File: config.mk
export PLATFORM = sky130hd
export DESIGN_NAME = wb_port_arbiter
export DESIGN_NICKNAME = d
export VERILOG_FILES = /design/src/rtl/wb_port_arbiter.sv
export SDC_FILE = /design/constraint.sdc
export NUM_CORES = 1
export LEC_CHECK = 0
export BUFFER_PORTS_ARGS = -buffer_cell sky130_fd_sc_hd__buf_4
export CORE_MARGIN = 5
export CORE_UTILIZATION = 30
export DETAILED_ROUTE_END_ITERATION = 12
export GPL_ROUTABILITY_DRIVEN = 0
export REMOVE_ABC_BUFFERS = 1
export SLEW_MARGIN = 15
export SYNTH_ARGS = -nofsm -noshare
export SYNTH_HDL_FRONTEND = slang
export SYNTH_SLANG_ARGS = --single-unit
File: constraint.sdc
create_clock -name clk -period 4 [get_ports clk]
set_clock_uncertainty 0.05 [all_clocks]
set_input_delay 0.8 -clock clk [delete_from_list [all_inputs] [get_ports clk]]
set_output_delay 0.8 -clock clk [all_outputs]
set_load 0.03 [all_outputs]
File: src/rtl/wb_port_arbiter.sv
// Writeback port arbiter: two requesters (ALU "A" and load "M") share the
// single register-file write port. Round-robin between them on conflicts,
// one-hot decode of the destination, one registered output stage, and a
// saturating counter of conflict cycles for performance debug.
module wb_port_arbiter #(
    parameter int DATA_W = 16,
    parameter int CNT_W  = 8
) (
    input  logic              clk,
    input  logic              rst,
    input  logic              en,
    input  logic              flush,
    input  logic              a_valid,
    input  logic [3:0]        a_addr,
    input  logic [DATA_W-1:0] a_data,
    output logic              a_ready,
    input  logic              m_valid,
    input  logic [3:0]        m_addr,
    input  logic [DATA_W-1:0] m_data,
    output logic              m_ready,
    output logic              wr_valid,
    output logic [15:0]       wr_we,
    output logic [3:0]        wr_addr,
    output logic [DATA_W-1:0] wr_data,
    output logic [CNT_W-1:0]  conflict_cnt
);

    // Which requester won the most recent handshake; the other one wins the
    // next conflict.
    typedef enum logic {
        LG_A = 1'b0,
        LG_M = 1'b1
    } last_grant_t;

    localparam logic [CNT_W-1:0] CNT_MAX = {CNT_W{1'b1}};

    last_grant_t last_grant_r;
    logic        active_s;
    logic        both_s;
    logic        grant_a_s;
    logic        grant_m_s;

    // Binary register index to one-hot write enable.
    function automatic logic [15:0] decode_we(input logic [3:0] addr);
        decode_we = 16'h0001 << addr;
    endfunction

    // Combinational grant: nothing is granted during a stall or a flush.
    always_comb begin
        active_s  = en & ~flush;
        both_s    = a_valid & m_valid;
        grant_a_s = 1'b0;
        grant_m_s = 1'b0;
        if (active_s) begin
            if (both_s) begin
                grant_a_s = (last_grant_r == LG_M);
                grant_m_s = (last_grant_r == LG_A);
            end else begin
                grant_a_s = a_valid;
                grant_m_s = m_valid;
            end
        end else begin
            grant_a_s = 1'b0;
            grant_m_s = 1'b0;
        end
    end

    assign a_ready = grant_a_s;
    assign m_ready = grant_m_s;

    // Round-robin state: follows the handshake winner, flush restores LG_M so
    // that A wins the first conflict afterwards.
    always_ff @(posedge clk or posedge rst) begin
        if (rst) begin
            last_grant_r <= LG_M;
        end else if (flush) begin
            last_grant_r <= LG_M;
        end else begin
            case (last_grant_r)
                LG_A: begin
                    if (grant_m_s) begin
                        last_grant_r <= LG_M;
                    end else begin
                        last_grant_r <= LG_A;
                    end
                end
                LG_M: begin
                    if (grant_a_s) begin
                        last_grant_r <= LG_A;
                    end else begin
                        last_grant_r <= LG_M;
                    end
                end
                default: last_grant_r <= LG_M;
            endcase
        end
    end

    // Output stage: one write per granted cycle; address and data hold when
    // idle so only the strobe and enables need to be trusted.
    always_ff @(posedge clk or posedge rst) begin
        if (rst) begin
            wr_valid <= 1'b0;
            wr_we    <= 16'h0000;
            wr_addr  <= 4'h0;
            wr_data  <= '0;
        end else if (grant_a_s) begin
            wr_valid <= 1'b1;
            wr_we    <= decode_we(a_addr);
            wr_addr  <= a_addr;
            wr_data  <= a_data;
        end else if (grant_m_s) begin
            wr_valid <= 1'b1;
            wr_we    <= decode_we(m_addr);
            wr_addr  <= m_addr;
            wr_data  <= m_data;
        end else begin
            wr_valid <= 1'b0;
            wr_we    <= 16'h0000;
        end
    end

    // Saturating count of cycles where both requesters competed for the port;
    // stalls and flushes do not count, only reset clears it.
    always_ff @(posedge clk or posedge rst) begin
        if (rst) begin
            conflict_cnt <= '0;
        end else if (active_s && both_s && (conflict_cnt != CNT_MAX)) begin
            conflict_cnt <= conflict_cnt + {{(CNT_W-1){1'b0}}, 1'b1};
        end else begin
            conflict_cnt <= conflict_cnt;
        end
    end

endmodule

Word-level counts from Yosys, hierarchy flattened
Cells that the tools add are included.
{ "totals": {"regBits": 46, "elab_cells": 32} }
{ "op_classes": {"n_addsub": 1, "n_eq_ne": 1, "shifts": 2, "muxes": 15, "n_bitwise": 4, "reduce_logical": 3} }
{ "ops": {"columns": ["cell", "n"], "rows": [
  ["$mux 16", 4],
  ["$shl 1x4->16 const A", 2],
  ["$add 8x1->8 const B", 1],
  ["$mux 1", 8],
  ["$mux 4", 2],
  ["$ne 8x8->1 const B", 1],
  ["$and 1x1->1", 2],
  ["$logic_and 1x1->1", 2],
  ["$not 1->1", 2],
  ["$pmux 1 s2", 1],
  ["$reduce_bool 2->1", 1]
]} }

Longest topological paths before layout
Gate-level depths: netlist (run 1).
{ "logic_depth": {"word_depth": 6, "mapped_depth": 4, "depth_no_buf": 4} }

Least setup slack after synthesis (run 1)
Ideal clock, no wire load.
{ "synth_timing": {"path_kind": "input to output", "start": "input port flush", "end": "output port m_ready", "arrival_ns": 1.664, "required_time_ns": 3.150, "setup_slack_ns": 1.486, "stages": 4, "path_buffers": 1, "cell_sequence": "and2b_1 o21ai_1 buf_2 nor2_1"} }
{ "synth_via": {"elab_chain_len": 3} }
{ "synth_rtl": {"columns": ["item", "line", "text"], "rows": [
  ["from (decl)", "12", "input logic flush,"],
  ["$not 1->1", "50", "active_s = en & ~flush;"],
  ["$and 1x1->1", "50", null],
  ["$mux 1", "54", "if (active_s) begin"],
  ["to (decl)", "20", "output logic m_ready,"]
]} }
Every way passes these cells.

Final worst setup path (run 1)
Ends and elaborated chain as after synthesis.

==> flow_summary.yaml, run 1 <==
cts:
  htree_levels: 2
  cts_hold_buf: 0
  cts-root-buf: "clkbuf_8"
  post_cts_buffers: 0
  clk_latency_ns: 0.29
  cts_resized: 0
  cts_tree: "built"
  cts_buffers: 5
  clk_pin_slew_worst_paths_ns: 0.08
  clock_sinks: 46
  clockBufferDepth: 2
drt:
  finalWirelength_mm: 5.63
  post_drt_wl_per_cell_microns: 15.2
  detail-route-antenna-nets: 0
  vias_per_cell: 4.78
  drt_pass1_iterations: 4
  dr_total_vias: 1769
  drc: 0
  drt-initial-drc-count: 50
critical_path:
  crit_path_max_fanout: 21
  worstSetupStartpointType: "input port"
  required_ns: 3.15
  crit_type: "in2out"
  r2r_cells: 3
  cp.arrival_ns: 1.72
  worstSetupEndpointType: "primary output"
final_layout:
  nNetsFinal: 320
  n_fill_cell: 703
  area_growth_pct: 41.6
  drive_gt1_share_pct: 43.8
  design_area_sq_mm: 0.00301
  diodes: 0
  utilization_pct: 44.0
placed_design:
  dp_slack_ns: 1.41
  dpl-instance-area_sq_mm: 0.00292
  io_buffers: 92
  dp_hpwl_mm: 4.22
power:
  powerDensity_mw_per_mm2: 411
  power_leakage_nw: 1.48
  irDropWorstVdd_mv: 0.183
synthesis:
  synthFlopType: "dfrtp_1"
  synthTopCellsByArea: "dfrtp_1, a221o_1, and3_1"
  ys_ff_latch: 46
  synthArstFlopShare_pct: 100
  yosysWarnings: 0
  synth_cells: 180
  synth_top_area_cell: "dfrtp_1"
  synth_cell_types: 44
  synth_top_area_share_pct: 53.0
  yosysSeqAreaShare_pct: 54.3
  netlist_area_sq_mm: 0.00212
  avgSynthCellArea_sq_um: 11.8
  synth_enable_flop_cells: 0
hold_path:
  holdCritPathClass: "reg2reg"
  whs_path_depth: 1
sta:
  max_freq_mhz: 389
  maxSlewViolCount: 0
  worstMarginPinSlew_ns: 0.956
  setup_ws_ns: 1.43
  slew_headroom_pct: 36.2
  fin_crit_sh_pct: 64.3
  hold_ws_ns: 0.469
  setup_viol: 0
  period_needed_ns: 2.57
  fin_tns_setup_ns: 0
  rsz0062_at_grt: "no"
  hold_viol: 0
run_status:
  status: "finished, final reports clean"
floorplanning:
  core_sq_mm: 0.00683
  die_area_sq_mm: 0.00886
  die_width_microns: 94.1
  fp.dieH_microns: 94.1
  rows: 30
  start_util_pct: 31.1
  num_io_pins: 93
global_routing:
  grt.overflow.total: 0
  grt_pass1_vias: 1880
  grt_pass1_wl_mm: 9.49
  grt_antenna_before_repair: 0
  grt_max_degree: 47
  grt_usage_pct: 13.5
flow_run:
  maxCapViolCount: 0
-- cells in the final DEF (no fill, tap or decap), types with 2 or more instances in the layout --
cell type / n
nand2_1: 4
o22ai_1: 11
or3_1: 2
o32ai_2: 2
a221o_1: 18
nor2_1: 5
a21oi_1: 2
and3_1: 19
nand3_1: 9
a31oi_1: 2
nand4b_1: 2
buf_4: 95
clkbuf_8: 6
nor3_1: 2
mux2_1: 2
dfrtp_1: 45
nand2b_1: 5
nand3b_1: 2
xor2_1: 2
inv_1: 4
or2_2: 3
a211oi_1: 3
o22ai_2: 3
o21ai_0: 4
-- worst paths after layout --
path	startpoint	end	slack, ns
setup / recovery	flush	m_ready	1.43
hold / removal	wr_data[0]	wr_data[0]	0.47
setup reg to reg	last_grant_r	wr_we[2]	2.26
hold reg to reg	wr_data[0]	wr_data[0]	0.47
max in group asynchronous	rst	wr_we[3]	2.62
min in group asynchronous	rst	wr_data[10]	0.68
-- kinds of logic (layout without fill, tap and decap cells) --
family	after synthesis	in the layout	synth area share, %
AND/OR/NAND/NOR	63	63	19.2
AO/OA/AOI/OAI	49	49	19.6
flip-flops	46	46	54.3
buffers and inverters	14	108	3.01
multiplexers	4	4	2.06
XOR/XNOR	3	3	1.24
adder cells (fa/ha/maj)	1	1	0.589
-- final cells by class --
type	count	area, sq um	share of cell area (%)
Inverter	5	18.8	0.624
Clock buffer	7	86.3	2.87
Clock inverter	1	5.00	0.166
Sequential cell	46	1150	38.3
Multi-Input combinational cell	120	911	30.3
Timing Repair Buffer	95	713	23.7
Tap cell	96	120	4.00
-- per-stage QoR --
step / total power (W) / instances
after floorplan: 0.000787 / 171
after global placement: 0.000960 / 362
after detailed placement: 0.000963 / 362
after CTS: 0.00126 / 370
after global routing: 0.00131 / 370
final: 0.00124 / 370
-- state kept, by name, indices dropped and copies added, names as in the netlist --
signal	flops
wr_we	16
last_grant_r	1
wr_data	16
conflict_cnt	8
wr_addr	4
wr_valid	1
-- cell usage after synthesis (3+ instances only) --
library cell,instances
dfrtp_1,45
and3_1,19
a221o_1,18
o22ai_1,11
nand3_1,9
buf_2,6
inv_1,5
nand2b_1,5
nor2_1,5
nand2_1,4
o21ai_0,4
a211oi_1,3
o22ai_2,3
or2_2,3
-- critical path, cell delays in order --
cell and delay [ns]:
buf_4 0.13, and2b_1 0.18, buf_4 0.23, o21ai_2 0.11, nor2_1 0.11, buf_4 0.16
-- layer usage --
metal | global-route usage [%] | wire length [microns] | vias to the layer above
met1 | 16.6 | 2380 | 823
li1 | - | - | 891
met3 | 2.80 | 309 | 4
met2 | 22.9 | 2880 | 51
met5 | 0 | 0 | -
met4 | 5.17 | 65 | 0
-- where the power goes --
group          switching (W)  internal (W)  total [W]
clock network       0.000149      0.000140   0.000288
registers          0.0000502      0.000521   0.000572
logic               0.000219      0.000158   0.000377
total               0.000418      0.000819    0.00124
(Power assumes the default switching activity.)
==> run 2, diff against run 1 <==
==> constraint.sdc (replaced) <==
create_clock -name clk -period 2.7 [get_ports clk]
set_clock_uncertainty 0.05 [all_clocks]
set_input_delay 0.54 -clock clk [delete_from_list [all_inputs] [get_ports clk]]
set_output_delay 0.54 -clock clk [all_outputs]
set_load 0.03 [all_outputs]
==> run 2 against run 1 <==
Sequential cell count did not move. Power is 54% higher. Sequential power up 48%. Critical path type is now reg2out.
==> flow_summary.yaml, run 2 (synthesis gave the netlist of run 1 again) <==
run_status:
  status: "finished, final reports clean"
floorplanning:
  die_area_sq_mm: 0.00886
  num_io_pins: 93
  fp.dieH_microns: 94.1
  start_util_pct: 31.1
  die_width_microns: 94.1
  core_sq_mm: 0.00683
  rows: 30
critical_path:
  slowest_delay_ns: 0.58
  worstSetupStartpointType: "register"
  crit_start: "last_grant_r"
  path_common_cell: "nor2_1"
  cp.arrival_ns: 1.50
  cp_slowest_cell: "dfstp_2"
  r2r_start: "conflict_cnt[0]"
  worstSetupEndpointType: "primary output"
  required_ns: 2.11
  crit_path_max_fanout: 5
  path_cells: "nor2b_1, nor2_1, nor2_1, buf_4"
  crit_type: "reg2out"
final_layout:
  utilization_pct: 44.6
  area_growth_pct: 43.5
  nNetsFinal: 323
  diodes: 0
  top_regs: "wr_data: 16 flops, wr_we: 16 flops, conflict_cnt: 8 flops"
  drive_gt1_share_pct: 44.8
  n_fill_cell: 686
  final_common_cell: "buf_4"
  final_cell_mix: "buf_4, dfrtp_1, and3_1"
cts:
  cts_resized: 0
  clock_sinks: 46
  cts-root-buf: "clkbuf_8"
  cts_buffers: 5
  cts_hold_buf: 0
  clk_pin_slew_worst_paths_ns: 0.08
  clockBufferDepth: 2
  cts_tree: "built"
  post_cts_buffers: 0
  htree_levels: 2
  clk_latency_ns: 0.29
sta:
  maxSlewViolCount: 0
  max_freq_mhz: 478
  rsz0062_at_grt: "no"
  slew_headroom_pct: 73.5
  fin_crit_sh_pct: 77.4
  worstMarginPinSlew_ns: 0.396
  period_needed_ns: 2.09
  setup_viol: 0
  hold_viol: 0
  hold_ws_ns: 0.171
drt:
  finalWirelength_mm: 5.81
  detail-route-antenna-nets: 0
  drt-initial-drc-count: 109
  vias_per_cell: 4.91
  dr_total_vias: 1832
  post_drt_wl_per_cell_microns: 15.6
  drc: 0
  drt_pass1_iterations: 4
global_routing:
  grt_util_met2_pct: 22.9
  grt_max_degree: 30
  grt-busiest-layer: "met2"
  met1_usage_pct: 17.5
  grt_usage_pct: 13.6
  grt_pass1_wl_mm: 9.56
  met3_usage_pct: 2.40
  grt.overflow.total: 0
  grt_antenna_before_repair: 0
  grt_pass1_vias: 1945
placed_design:
  dp_hpwl_mm: 4.41
  io_buffers: 92
flow_run:
  maxCapViolCount: 0
hold_path:
  holdCritPathClass: "in2async"
power:
  finalPower_w: 0.00191
  irDropWorstVdd_mv: 0.280
  powerDensity_mw_per_mm2: 626
  power_leakage_nw: 1.51
[run 2: area by class of cell]
| cell class | count | area, sq um | share of cell area (%) |
|---|---|---|---|
| clock buffer | 5 | 68.8 | 2.26 |
| clock inverter | 3 | 40.0 | 1.31 |
| inverter | 5 | 18.8 | 0.616 |
| multi-input combinational | 120 | 911 | 29.9 |
| sequential | 46 | 1150 | 37.8 |
| tap | 96 | 120 | 3.94 |
| timing repair buffer | 98 | 736 | 24.1 |
[run 2: where the power goes]
group / switching, W / internal, W
combinational: 0.000325 / 0.000237
clock: 0.000223 / 0.000273
sequential: 0.0000768 / 0.000772
total: 0.000625 / 0.00128
[run 2: metal layers]
metal / vias to the layer above / wire length [microns]
met2: 65 / 2960
li1: 888 / -
met1: 870 / 2440
met5: - / 0
met4: 0 / 99
met3: 9 / 305
[run 2: path summary, 6_finish.rpt]
kind,depth (start not counted),endpoint,slack (ns)
max,4,m_ready,0.61
min,2,wr_data[10],0.17
max reg2reg,4,conflict_cnt[1],1.09
min reg2reg,1,wr_data[13],0.47
max in group asynchronous,3,last_grant_r,1.68
min in group clk,2,wr_data[0],0.43
[run 2: critical path: cells and delay by family (launching register included)]
family | cells | cell delay [ns]
flops | 1 | 0.58
buf+inv | 1 | 0.18
simple gates | 3 | 0.46
[run 2: stage by stage]
step	area, sq um	TNS (ns)	std cells	worst slack, ns
floorplan	2080	-0.0116	171	-0.0116
global placement	2940	0	365	0.619
detailed placement	2940	0	365	0.628
CTS	3050	0	373	0.544
global route	3050	0	373	0.476
finish	3050	0	373	0.610
==> run 3, diff against run 2 <==
==> constraint.sdc (replaced) <==
create_clock -name clk -period 2 [get_ports clk]
set_clock_uncertainty 0.05 [all_clocks]
set_input_delay 0.4 -clock clk [delete_from_list [all_inputs] [get_ports clk]]
set_output_delay 0.4 -clock clk [all_outputs]
set_load 0.03 [all_outputs]
==> run 3 against run 2 <==
Clock-buffer cell count increased by 1. Sequential share of layout area about the same. Core utilization decreased by 0.055 points. Sequential cell count unchanged.
==> flow_summary.yaml, run 3 (synthesis gave the netlist of run 1 again) <==
placed_design:
  place_inst: 366
  io_buffers: 92
  dpl-instance-area_sq_mm: 0.00296
  dp_hpwl_mm: 4.47
final_layout:
  design_area_sq_mm: 0.00304
  drive_gt1_share_pct: 45.0
  n_fill_cell: 680
  final_cell_mix: "buf_4, dfrtp_1, and3_1"
  final_common_cell: "buf_4"
  diodes: 0
  nNetsFinal: 324
  area_growth_pct: 43.3
  top_regs: "wr_data: 16 flops, wr_we: 16 flops, conflict_cnt: 8 flops"
  stdcell_count: 374
drt:
  vias_per_cell: 4.93
  post_drt_wl_per_cell_microns: 15.6
  dr_total_vias: 1843
  drt_pass1_iterations: 4
  finalWirelength_mm: 5.85
  drt-initial-drc-count: 117
  drc: 0
  detail-route-antenna-nets: 0
cts:
  cts-root-buf: "clkbuf_8"
  cts_tree: "built"
  clk_latency_ns: 0.29
  cts_buffers: 5
  clock_sinks: 46
  clockBufferDepth: 2
  clk_pin_slew_worst_paths_ns: 0.09
  cts_hold_buf: 0
  htree_levels: 2
sta:
  period_needed_ns: 1.89
  fin_crit_sh_pct: 94.7
  slew_headroom_pct: 67.8
  max_freq_mhz: 528
  maxSlewViolCount: 0
  worstMarginPinSlew_ns: 0.483
  setup_viol: 0
  hold_viol: 0
  rsz0062_at_grt: "no"
  hold_ws_ns: 0.0712
power:
  powerDensity_mw_per_mm2: 810
  clkPwrFrac_pct: 22.3
  seqPwrFrac_pct: 46.5
  share_comb_of_total_power_pct: 31.2
  power_leakage_nw: 1.50
  netSwitchingPower_w: 0.000855
  swShare_pct: 34.7
  finalPower_w: 0.00246
  p_int_w: 0.00161
  irDropWorstVdd_mv: 0.293
critical_path:
  worstSetupStartpointType: "register"
  cp.arrival_ns: 1.44
  r2r_cells: 4
  path_cells: "nor2b_1, nor2_2, nor2_1, buf_4"
  crit_type: "reg2out"
  worstSetupEndpointType: "primary output"
  crit_start: "last_grant_r"
  slowest_delay_ns: 0.58
  cp_slowest_cell: "dfstp_2"
  required_ns: 1.55
  crit_path_max_fanout: 5
  r2r_start: "conflict_cnt[0]"
global_routing:
  grt_pass1_vias: 1888
  grt_usage_pct: 13.7
  grt_antenna_before_repair: 0
  grt.overflow.total: 0
  grt_max_degree: 26
  grt_pass1_wl_mm: 9.57
floorplanning:
  start_util_pct: 31.1
  fp.dieH_microns: 94.1
  die_width_microns: 94.1
  num_io_pins: 93
  core_sq_mm: 0.00683
  rows: 30
  die_area_sq_mm: 0.00886
flow_run:
  maxCapViolCount: 0
hold_path:
  holdCritPathClass: "in2async"
run_status:
  status: "finished, final reports clean"
run 3: cell types whose count changed in the layout (fill, tap and decap cells not counted), sizes merged:
cell,delta
bufinv,-1
buf,+1
clkbuf,+1
run 3: per-stage QoR:
| step | setup TNS, ns | utilization [%] | setup WS [ns] |
|---|---|---|---|
| 6_report | 0 | 44.5 | 0.106 |
| 5_1_grt | 0 | 44.5 | 0.00857 |
| 4_1_cts | 0 | 44.5 | 0.0649 |
| 3_5_place_dp | 0 | 43.3 | 0.157 |
| 3_3_place_gp | 0 | 43.3 | 0.159 |
| 2_1_floorplan | -0.671 | - | -0.455 |
run 3: area by class of cell:
type / instances / area (sq um) / share of cell area [%]
flip-flops and latches: 46 / 1150 / 37.9
inverters: 5 / 18.8 / 0.617
repair buffers: 99 / 756 / 24.8
clock inverters: 2 / 10.0 / 0.329
multi-input cells: 120 / 913 / 30.0
clock buffers: 6 / 72.6 / 2.38
well taps: 96 / 120 / 3.95
run 3: worst paths after layout:
kind | endpoint | slack [ns]
min reg2reg | wr_data[3] | 0.47
max reg2reg | conflict_cnt[1] | 0.38
min in group clk | wr_data[9] | 0.28
min | conflict_cnt[6] | 0.07
max in group asynchronous | last_grant_r | 1.26
max | m_ready | 0.11
run 3: repair_timing:
action | CTS | global route
setup buffers | 0 | 0
hold endpoints to repair | 0 | 0
setup endpoints to repair | 2 | 0
gates resized for setup | 1 | 0
run 3: worst max-delay path, delay by kind of cell, from the launching register on:
family                 cells  cell delay [ns]
buffers and inverters      1             0.18
DFF                        1             0.58
and+or+nand+nor            3             0.38
run 3: power groups by stage:
| stage | registers [W] | logic (W) | clock network, W |
|---|---|---|---|
| after floorplan | 0.00137 | 0.000205 | 0 |
| after global placement | 0.00116 | 0.000772 | 0 |
| after detailed placement | 0.00116 | 0.000781 | 0 |
| after CTS | 0.00115 | 0.000780 | 0.000575 |
| after global routing | 0.00116 | 0.000819 | 0.000608 |
| final | 0.00115 | 0.000768 | 0.000550 |
run 3: layer usage:
layer	GRT usage, %	up-vias	part of all wire (%)
li1	-	890	-
met1	17.3	885	42
met2	23.0	64	51
met3	3.37	4	6.4
met4	4.09	0	0.87
met5	0	-	0
